<file path="src/rtl/snake_step_scheduler.sv">
// Step pacing and turn queueing for the snake datapath: one-cycle step strobes, 2-deep arrow-key buffer.
// Build option: define SNAKE_SPEEDUP_EN to shrink the step period as the snake grows.
module snake_step_scheduler #(
    parameter int          CNT_W           = 24,
    parameter int unsigned BASE_PERIOD     = 5_000_000,
    parameter int unsigned PERIOD_DEC      = 400_000,
    parameter int unsigned MIN_PERIOD      = 1_000_000,
    parameter int unsigned GROWS_PER_LEVEL = 4,
    parameter int unsigned MAX_LEVEL       = 10,
    parameter int unsigned START_DELAY     = 10_000_000
) (
    input  logic       clk,
    input  logic       rst,
    input  logic       init_snake,
    input  logic       screen_black,
    input  logic       screen_pause,
    input  logic [7:0] key_code,
    input  logic       key_valid,
    input  logic       grow,
    output logic       step,
    output logic [1:0] dir,
    output logic [3:0] speed_level,
    output logic       running
);

    typedef enum logic [1:0] {IDLE, ARM, RUN, HOLD} state_t;

    localparam logic [1:0]       DIR_UP    = 2'd0;
    localparam logic [1:0]       DIR_RIGHT = 2'd1;
    localparam logic [1:0]       DIR_DOWN  = 2'd2;
    localparam logic [1:0]       DIR_LEFT  = 2'd3;
    localparam logic [CNT_W-1:0] CNT_ONE   = CNT_W'(1);

    state_t           state_q, state_d;
    logic [CNT_W-1:0] cnt_q, cnt_d;
    logic [CNT_W-1:0] period_q, period_d;
    logic [CNT_W-1:0] period_new;
    logic             step_q, step_d;
    logic [1:0]       dir_q, dir_d;
    logic [1:0]       q0_q, q0_d, q1_q, q1_d;
    logic [1:0]       q_cnt_q, q_cnt_d;

    logic       init_go, ok_state, run_go, wrap, key_en;
    logic       key_hit, push, pop;
    logic [1:0] key_dir, tail_dir, ref_dir;

    // screen_black outranks init_snake, which outranks everything state-specific.
    assign init_go  = init_snake && !screen_black;
    assign ok_state = !screen_black && !init_snake;
    assign run_go   = ok_state && (state_q == RUN || state_q == HOLD) && !screen_pause;
    assign wrap     = run_go && (cnt_q == period_q - CNT_ONE);
    assign key_en   = ok_state && (state_q == ARM || run_go);

    always_comb begin
        key_hit = 1'b1;
        key_dir = DIR_UP;
        case (key_code)
            8'h75:   key_dir = DIR_UP;
            8'h74:   key_dir = DIR_RIGHT;
            8'h72:   key_dir = DIR_DOWN;
            8'h6B:   key_dir = DIR_LEFT;
            default: key_hit = 1'b0;
        endcase
    end

    assign tail_dir = (q_cnt_q == 2'd2) ? q1_q : q0_q;
    assign ref_dir  = (q_cnt_q != 2'd0) ? tail_dir : dir_q;
    assign pop      = wrap && (q_cnt_q != 2'd0);
    assign push     = key_en && key_valid && key_hit
                   && (key_dir != ref_dir) && (key_dir != (ref_dir ^ 2'd2))
                   && (q_cnt_q != 2'd2 || pop);

`ifdef SNAKE_SPEEDUP_EN
    localparam int GROW_W = $clog2(GROWS_PER_LEVEL + 1);
    localparam int DEC_W  = CNT_W + 4;

    logic [3:0]        level_q, level_d;
    logic [GROW_W-1:0] grow_cnt_q, grow_cnt_d;
    logic [DEC_W-1:0]  dec, diff;

    always_comb begin
        level_d    = level_q;
        grow_cnt_d = grow_cnt_q;
        if (init_go) begin
            level_d    = 4'd0;
            grow_cnt_d = '0;
        end else if (run_go && grow) begin
            if (grow_cnt_q == GROW_W'(GROWS_PER_LEVEL - 1)) begin
                grow_cnt_d = '0;
                if (level_q != 4'(MAX_LEVEL)) level_d = level_q + 4'd1;
            end else begin
                grow_cnt_d = grow_cnt_q + GROW_W'(1);
            end
        end
    end

    // Subtract only when the result stays above the floor, so the period can never underflow.
    always_comb begin
        dec  = DEC_W'(level_q) * DEC_W'(PERIOD_DEC);
        diff = DEC_W'(BASE_PERIOD) - dec;
        if (DEC_W'(BASE_PERIOD) > dec && diff > DEC_W'(MIN_PERIOD))
            period_new = CNT_W'(diff);
        else
            period_new = CNT_W'(MIN_PERIOD);
    end

    always_ff @(posedge clk) begin
        if (rst) begin
            level_q    <= 4'd0;
            grow_cnt_q <= '0;
        end else begin
            level_q    <= level_d;
            grow_cnt_q <= grow_cnt_d;
        end
    end

    assign speed_level = level_q;
`else
    logic unused_grow;
    assign unused_grow = grow;
    assign period_new  = CNT_W'(BASE_PERIOD);
    assign speed_level = 4'd0;
`endif

    always_comb begin
        state_d  = state_q;
        cnt_d    = cnt_q;
        period_d = period_q;
        step_d   = 1'b0;
        dir_d    = dir_q;
        q0_d     = q0_q;
        q1_d     = q1_q;
        q_cnt_d  = q_cnt_q;

        if (screen_black) begin
            state_d = IDLE;
            cnt_d   = '0;
            q_cnt_d = 2'd0;
        end else if (init_snake) begin
            state_d = ARM;
            cnt_d   = '0;
            dir_d   = DIR_RIGHT;
            q_cnt_d = 2'd0;
        end else begin
            case (state_q)
                ARM: begin
                    if (cnt_q == CNT_W'(START_DELAY - 1)) begin
                        state_d  = RUN;
                        cnt_d    = '0;
                        period_d = period_new;
                    end else begin
                        cnt_d = cnt_q + CNT_ONE;
                    end
                end
                RUN, HOLD: begin
                    if (screen_pause) begin
                        state_d = HOLD;
                    end else begin
                        state_d = RUN;
                        if (wrap) begin
                            cnt_d    = '0;
                            period_d = period_new;
                            step_d   = 1'b1;
                        end else begin
                            cnt_d = cnt_q + CNT_ONE;
                        end
                    end
                end
                default: ;
            endcase

            // The head moves into dir on the same edge that raises step.
            if (pop) dir_d = q0_q;
            case ({push, pop})
                2'b10: begin
                    if (q_cnt_q == 2'd0) q0_d = key_dir;
                    else                 q1_d = key_dir;
                    q_cnt_d = q_cnt_q + 2'd1;
                end
                2'b01: begin
                    q0_d    = q1_q;
                    q_cnt_d = q_cnt_q - 2'd1;
                end
                2'b11: begin
                    if (q_cnt_q == 2'd1) begin
                        q0_d = key_dir;
                    end else begin
                        q0_d = q1_q;
                        q1_d = key_dir;
                    end
                end
                default: ;
            endcase
        end
    end

    // NOTE: all state uses <= so every flop samples the pre-edge values computed above.
    always_ff @(posedge clk) begin
        if (rst) begin
            state_q  <= IDLE;
            cnt_q    <= '0;
            period_q <= CNT_W'(BASE_PERIOD);
            step_q   <= 1'b0;
            dir_q    <= DIR_RIGHT;
            q0_q     <= DIR_UP;
            q1_q     <= DIR_UP;
            q_cnt_q  <= 2'd0;
        end else begin
            state_q  <= state_d;
            cnt_q    <= cnt_d;
            period_q <= period_d;
            step_q   <= step_d;
            dir_q    <= dir_d;
            q0_q     <= q0_d;
            q1_q     <= q1_d;
            q_cnt_q  <= q_cnt_d;
        end
    end

    assign step    = step_q;
    assign dir     = dir_q;
    assign running = (state_q == ARM) || (state_q == RUN);

endmodule

</file>
<file path="config.mk">
export PLATFORM = sky130hd
export DESIGN_NAME = snake_step_scheduler
export DESIGN_NICKNAME = d
export VERILOG_FILES = /design/src/rtl/snake_step_scheduler.sv
export SDC_FILE = /design/constraint.sdc
export NUM_CORES = 1
export LEC_CHECK = 0
export BUFFER_PORTS_ARGS = -buffer_cell sky130_fd_sc_hd__buf_2
export CELL_PAD_IN_SITES_DETAIL_PLACEMENT = 0
export CELL_PAD_IN_SITES_GLOBAL_PLACEMENT = 1
export CORE_MARGIN = 2
export CORE_UTILIZATION = 40
export DETAILED_ROUTE_END_ITERATION = 6
export PLACE_DENSITY = 0.74
export SYNTH_ARGS = -nofsm -noshare
export SYNTH_HDL_FRONTEND = slang
export SYNTH_SLANG_ARGS = --single-unit
</file>
<file path="constraint.sdc">
create_clock -name clk -period 4.4 [get_ports clk]
set_input_delay 0 -clock clk [delete_from_list [all_inputs] [get_ports clk]]
set_output_delay 0 -clock clk [all_outputs]
set_load 0.02 [all_outputs]
</file>
# Word level (Yosys, flattened, before mapping)
# Index checks and enable logic that the tools add are counted.
# word_totals
inputBits	15
elab_cells	105
regBits	59
# op_classes
reduce_logical	38
bitwise	4
n_eq_ne	24
n_mux	26
n_addsub	4
# ops
cell	n
24-bit two-way mux	6
24-bit one-hot mux with 2 select lines	2
8-bit by 7-bit == test with 1-bit output, second input constant	4
24-bit by 1-bit adder with 24-bit output, second input constant	1
24-bit == test	1
24-bit == test, second input constant	1
24-bit by 1-bit subtractor with 24-bit output, second input constant	1
2-bit two-way mux	9
2-bit != test, second input constant	6
2-bit one-hot mux with 2 select lines	3
2-bit one-hot mux with 3 select lines	2
1-bit logical AND	11
2-bit == test, second input constant	5
2-bit nonzero test	5
2-bit AND reduction	4
2-bit by 1-bit == test with 1-bit output, second input constant	3
6-bit AND reduction	1
3-bit nonzero test	2
5-bit AND reduction	1
5-bit OR reduction	1
1-bit logical OR	4
1-bit two-way mux	4
2-bit != test	2
1-bit inverter	4
10 further kinds	13

# Depth between registers and ports, before layout
# logic_depth
ltp_word	14
ltp_mapped	14
mapped_depth_nobuf	14

# Worst setup path after synthesis
# OpenSTA, ideal clock, no wires.
# synth_path
path_type	register to register
startpoint	register cnt_q[16]
endpoint	register q0_q[0]
setup_time_ns	0.131
arrival_time_ns	2.605
path_stages_with_launch	9
slack_ns	1.664
path_cell_list	dfxtp_1 or4_4 or4_4 or3_1 a21o_1 ha_1 o21a_1 a221oi_1 nor3_1
# synth_via
elab_chain_cells	8
# synth_rtl
item	line	rtl
from (decl)	35	logic [CNT_W-1:0] cnt_q, cnt_d;
from (signal assigned)	210	cnt_q <= cnt_d;
24-bit == test (*)	51	assign wrap = run_go && (cnt_q == period_q - CNT_ONE);
1-bit logical AND (*)	51	
1-bit logical AND (*)	68	assign pop = wrap && (q_cnt_q != 2'd0);
1-bit logical OR	71	&& (q_cnt_q != 2'd2 || pop);
1-bit logical AND	71	
2-bit == test / 2-bit by 1-bit == test with 1-bit output (equally long branches)	174	case ({push, pop})
2-bit != test (no line) / 3-bit nonzero test (equally long branches)	--	
4-bit AND reduction (no line)	--	
to (signal assigned)	214	q0_q <= q0_d;
to (decl)	40	logic [1:0] q0_q, q0_d, q1_q, q1_d;
# Mark *: on every way between the ends. The rest lies on a longest branch, timed or not.
# A chain may end at the register's enable or synchronous reset.

# Worst setup path after layout
# Ends and elaborated chain as after synthesis.

==> impl_metrics.csv <==
group,metric,value,unit
die,die_x,74.39,microns
critical_path,crit-reg2reg-launch,"cnt_q[16]$_SDFFE_PP0P_",
clocking,cts.sinks,35,
clocking,cts_buffer_depth,2,
yosys,ys_ff_latch,35,
worst_hold_path,min-delay-path-class,"input port to flip-flop",
power_and_ir_drop,power_frac_clock,0.420,
cells_and_area,fill_cells,497,
placed_design,gp_congestion,0.8109,
sta,fin_skew,0.004032,ns
yosys,ys_warn_count,0,
clocking,cts_max_level,2,
worst_hold_path,holdPathStages,2,
yosys,synth_cell_types,48,
critical_path,startpoint_type,"flip-flop",
power_and_ir_drop,p_seq_frac,0.528,
clocking,cts_tree,"built",
power_and_ir_drop,p_sw,0.1306,mW
cells_and_area,seq_area,700.7,sq um
critical_path,cp_slowest_cell,"or4_4",
global_route,antenna_found_initial,0,
placed_design,portBuffers,17,
cells_and_area,drive_above_1_share,0.1378,
die,die_height,74.39,microns
yosys,avgSynthCellArea,8.543,sq um
die,num_io_pins,23,
placed_design,dp_hpwl,3.018,mm
die,start_util,0.4168,
yosys,async_flop_share,0,
sta,holdWs,0.03314,ns
cells_and_area,area_delta_synth_final,12.63,%
detailed_routing,ant_nets,0,
placed_design,dp_slack,1.481,ns
critical_path,regToRegEndpoint,"q0_q[0]$_SDFFE_PP0P_",
yosys,synth_area,1982,sq um
critical_path,worstPathArrival,3.10,ns
run,drv_cap,0,
global_route,grt_usage,0.1593,
yosys,ys_seq_area_frac,0.3535,
cells_and_area,layout_commonest_cell,"nor2_1",
cells_and_area,diodes,0,
critical_path,path_cells,"or4_4, or4_4, or3_1, a21o_1, ha_1, o21a_1, a221oi_1, nor3_1",
die,core_area,4755,sq um
detailed_routing,vias_per_cell,5.022,
detailed_routing,drtIter0Drc,96,
power_and_ir_drop,power.total,0.6029,mW
global_route,grt_pass1_wl,6.686,mm
sta,rsz0062_at_grt,"false",
global_route,grt_max_degree,24,
detailed_routing,drc,0,
yosys,synthCells,232,
clocking,clk_pin_slew,0.07,ns
critical_path,crit_top_cell,"or4_4",
critical_path,reg2reg_depth,8,
sta,finalSetupTns,0,ns
critical_path,critical_path.max_stage_delay,0.57,ns
sta,hold_viol,0,
sta,report.final.slew_viol_count,0,
sta,setup_ws,1.474,ns
sta,worst-slew-pin-transition,0.7403,ns
power_and_ir_drop,peakVddDrop,0.1766,mV
critical_path,cp_max_fo,6,
die,die_area,5534,sq um
worst_hold_path,min_to,"dir[1]$_SDFFE_PP0P_",
yosys,synth_top_flop_cell,"dfxtp_1",
clocking,root_buffer,"clkbuf_8",
placed_design,placedCellCount,312,
detailed_routing,wl_per_cell,12.50,microns
critical_path,r2r_slack,1.47,ns
critical_path,path_class,"flip-flop to flip-flop",
clocking,numCtsBuffers,5,
sta,finalCritPeriodShare,0.6649,
cells_and_area,multi_input_area,1211,sq um
sta,min_period,2.926,ns
cells_and_area,fin_nets,278,
power_and_ir_drop,leakage,0.7933,nW
sta,setup_viol,0,
sta,fmax,341.8,MHz
power_and_ir_drop,power.internal,0.4723,mW
outcome,status,"complete, no violations",
power_and_ir_drop,p_sw_frac,0.2167,
yosys,synth-edff-count,0,
cells_and_area,final_cell_mix,"38 x nor2_1, 35 x dfxtp_1, 18 x nand2_1",
power_and_ir_drop,combPwrFrac,0.052,
detailed_routing,vias,1612,
global_route,grt_overflow,0,
detailed_routing,drt_pre_antenna_iters,4,
power_and_ir_drop,power.density,270.1,nW/um^2
global_route,grt_pass1_vias,1467,
critical_path,cp-end-kind,"flip-flop",
sta,slew_headroom,0.5055,
detailed_routing,drt_wl_total,4.012,mm
clocking,cts_resized,0,
critical_path,worstPathRequired,4.57,ns
die,rows,25,
worst_hold_path,hp-start,"rst",
cells_and_area,stdcell_count,321,
clocking,worst_skew_pair.late_latency,0.29,ns
sequential cells by signal (all words and copies together), names as in the netlist:
| signal | flops |
|---|---|
| q0_q | 2 |
| q1_q | 2 |
| state_q | 2 |
| cnt_q | 24 |
| dir | 2 |
| step | 1 |
| q_cnt_q | 2 |
kinds of logic after synthesis:
logic type	Yosys count	share of synthesized area
other cells	1	0.001892
compound gates	32	0.1275
xor+xnor	23	0.1016
buf+inv	17	0.04104
simple gates	111	0.2961
flops	35	0.3535
mux	3	0.01515
fa+ha+maj	10	0.06313
Yosys cell counts (3+ instances only):
master,count,share of area
nor2_1,38,0.072
dfxtp_1,35,0.35
nand2_1,18,0.034
xnor2_1,12,0.053
nor3_1,11,0.028
xor2_1,11,0.049
ha_1,10,0.063
inv_1,9,0.017
nand3_1,8,0.020
a21oi_1,6,0.015
nand4_1,6,0.019
o21ai_0,6,0.015
buf_4,4,0.015
nor2b_1,4,0.013
mux2i_1,3,0.015
nand2b_1,3,0.0095
or3_1,3,0.0095
worst max-delay path, delay by kind of cell, from the launching register on:
family,cells,cell delay [ns]
adder cells (fa/ha/maj),1,0.21
flip-flops,1,0.33
AO/OA/AOI/OAI,3,0.75
AND/OR/NAND/NOR,4,1.52
power by group through the flow:
stage	Combinational, mW	Clock (mW)	Sequential [mW]
after floorplan	0.0217	0	0.325
after global placement	0.0308	0	0.326
after detailed placement	0.0307	0	0.326
after CTS	0.0316	0.259	0.318
after global routing	0.0343	0.275	0.318
final	0.0312	0.253	0.318
timing repair:
action                    CTS  global route
buffers inserted            0             0
hold buffers                1             0
hold endpoints to repair    1             0
how the worst max path moves through the flow:
| stage | to | startpoint | slack (ns) |
|---|---|---|---|
| 2_1_floorplan | q0_q[0]$_SDFFE_PP0P_ | cnt_q[16]$_SDFFE_PP0P_ | 1.66 |
| 3_3_place_gp | q0_q[0]$_SDFFE_PP0P_ | cnt_q[16]$_SDFFE_PP0P_ | 1.51 |
| 3_5_place_dp | q0_q[0]$_SDFFE_PP0P_ | cnt_q[16]$_SDFFE_PP0P_ | 1.48 |
| 4_1_cts | q0_q[0]$_SDFFE_PP0P_ | cnt_q[16]$_SDFFE_PP0P_ | 1.48 |
| 5_1_grt | q1_q[0]$_SDFFE_PP0P_ | cnt_q[16]$_SDFFE_PP0P_ | 1.31 |
| 6_report | q0_q[0]$_SDFFE_PP0P_ | cnt_q[16]$_SDFFE_PP0P_ | 1.47 |
stage by stage:
| stage | instance area, sq um | util |
|---|---|---|
| final | 2232 | 0.4695 |
| after global routing | 2232 | 0.4695 |
| after CTS | 2232 | 0.4695 |
| after detailed placement | 2122 | 0.4463 |
| after global placement | 2122 | 0.4463 |
| after floorplan | 1993 | - |
per-layer routing:
layer  share of wire  global-route usage  vias to the layer above
met5               0                   0                        -
met3           0.036             0.04065                        7
met4           0.018             0.07143                        0
li1                -                   -                      844
met2            0.43              0.2380                       24
met1            0.52              0.2166                      737
area by class of cell:
class,count,share of cell area
Timing Repair Buffer,19,0.04596
Multi-Input combinational cell,183,0.5426
Inverter,9,0.01513
Sequential cell,35,0.3139
Tap cell,67,0.03756
Clock buffer,8,0.04484
Power figures use the tool's default switching activity.
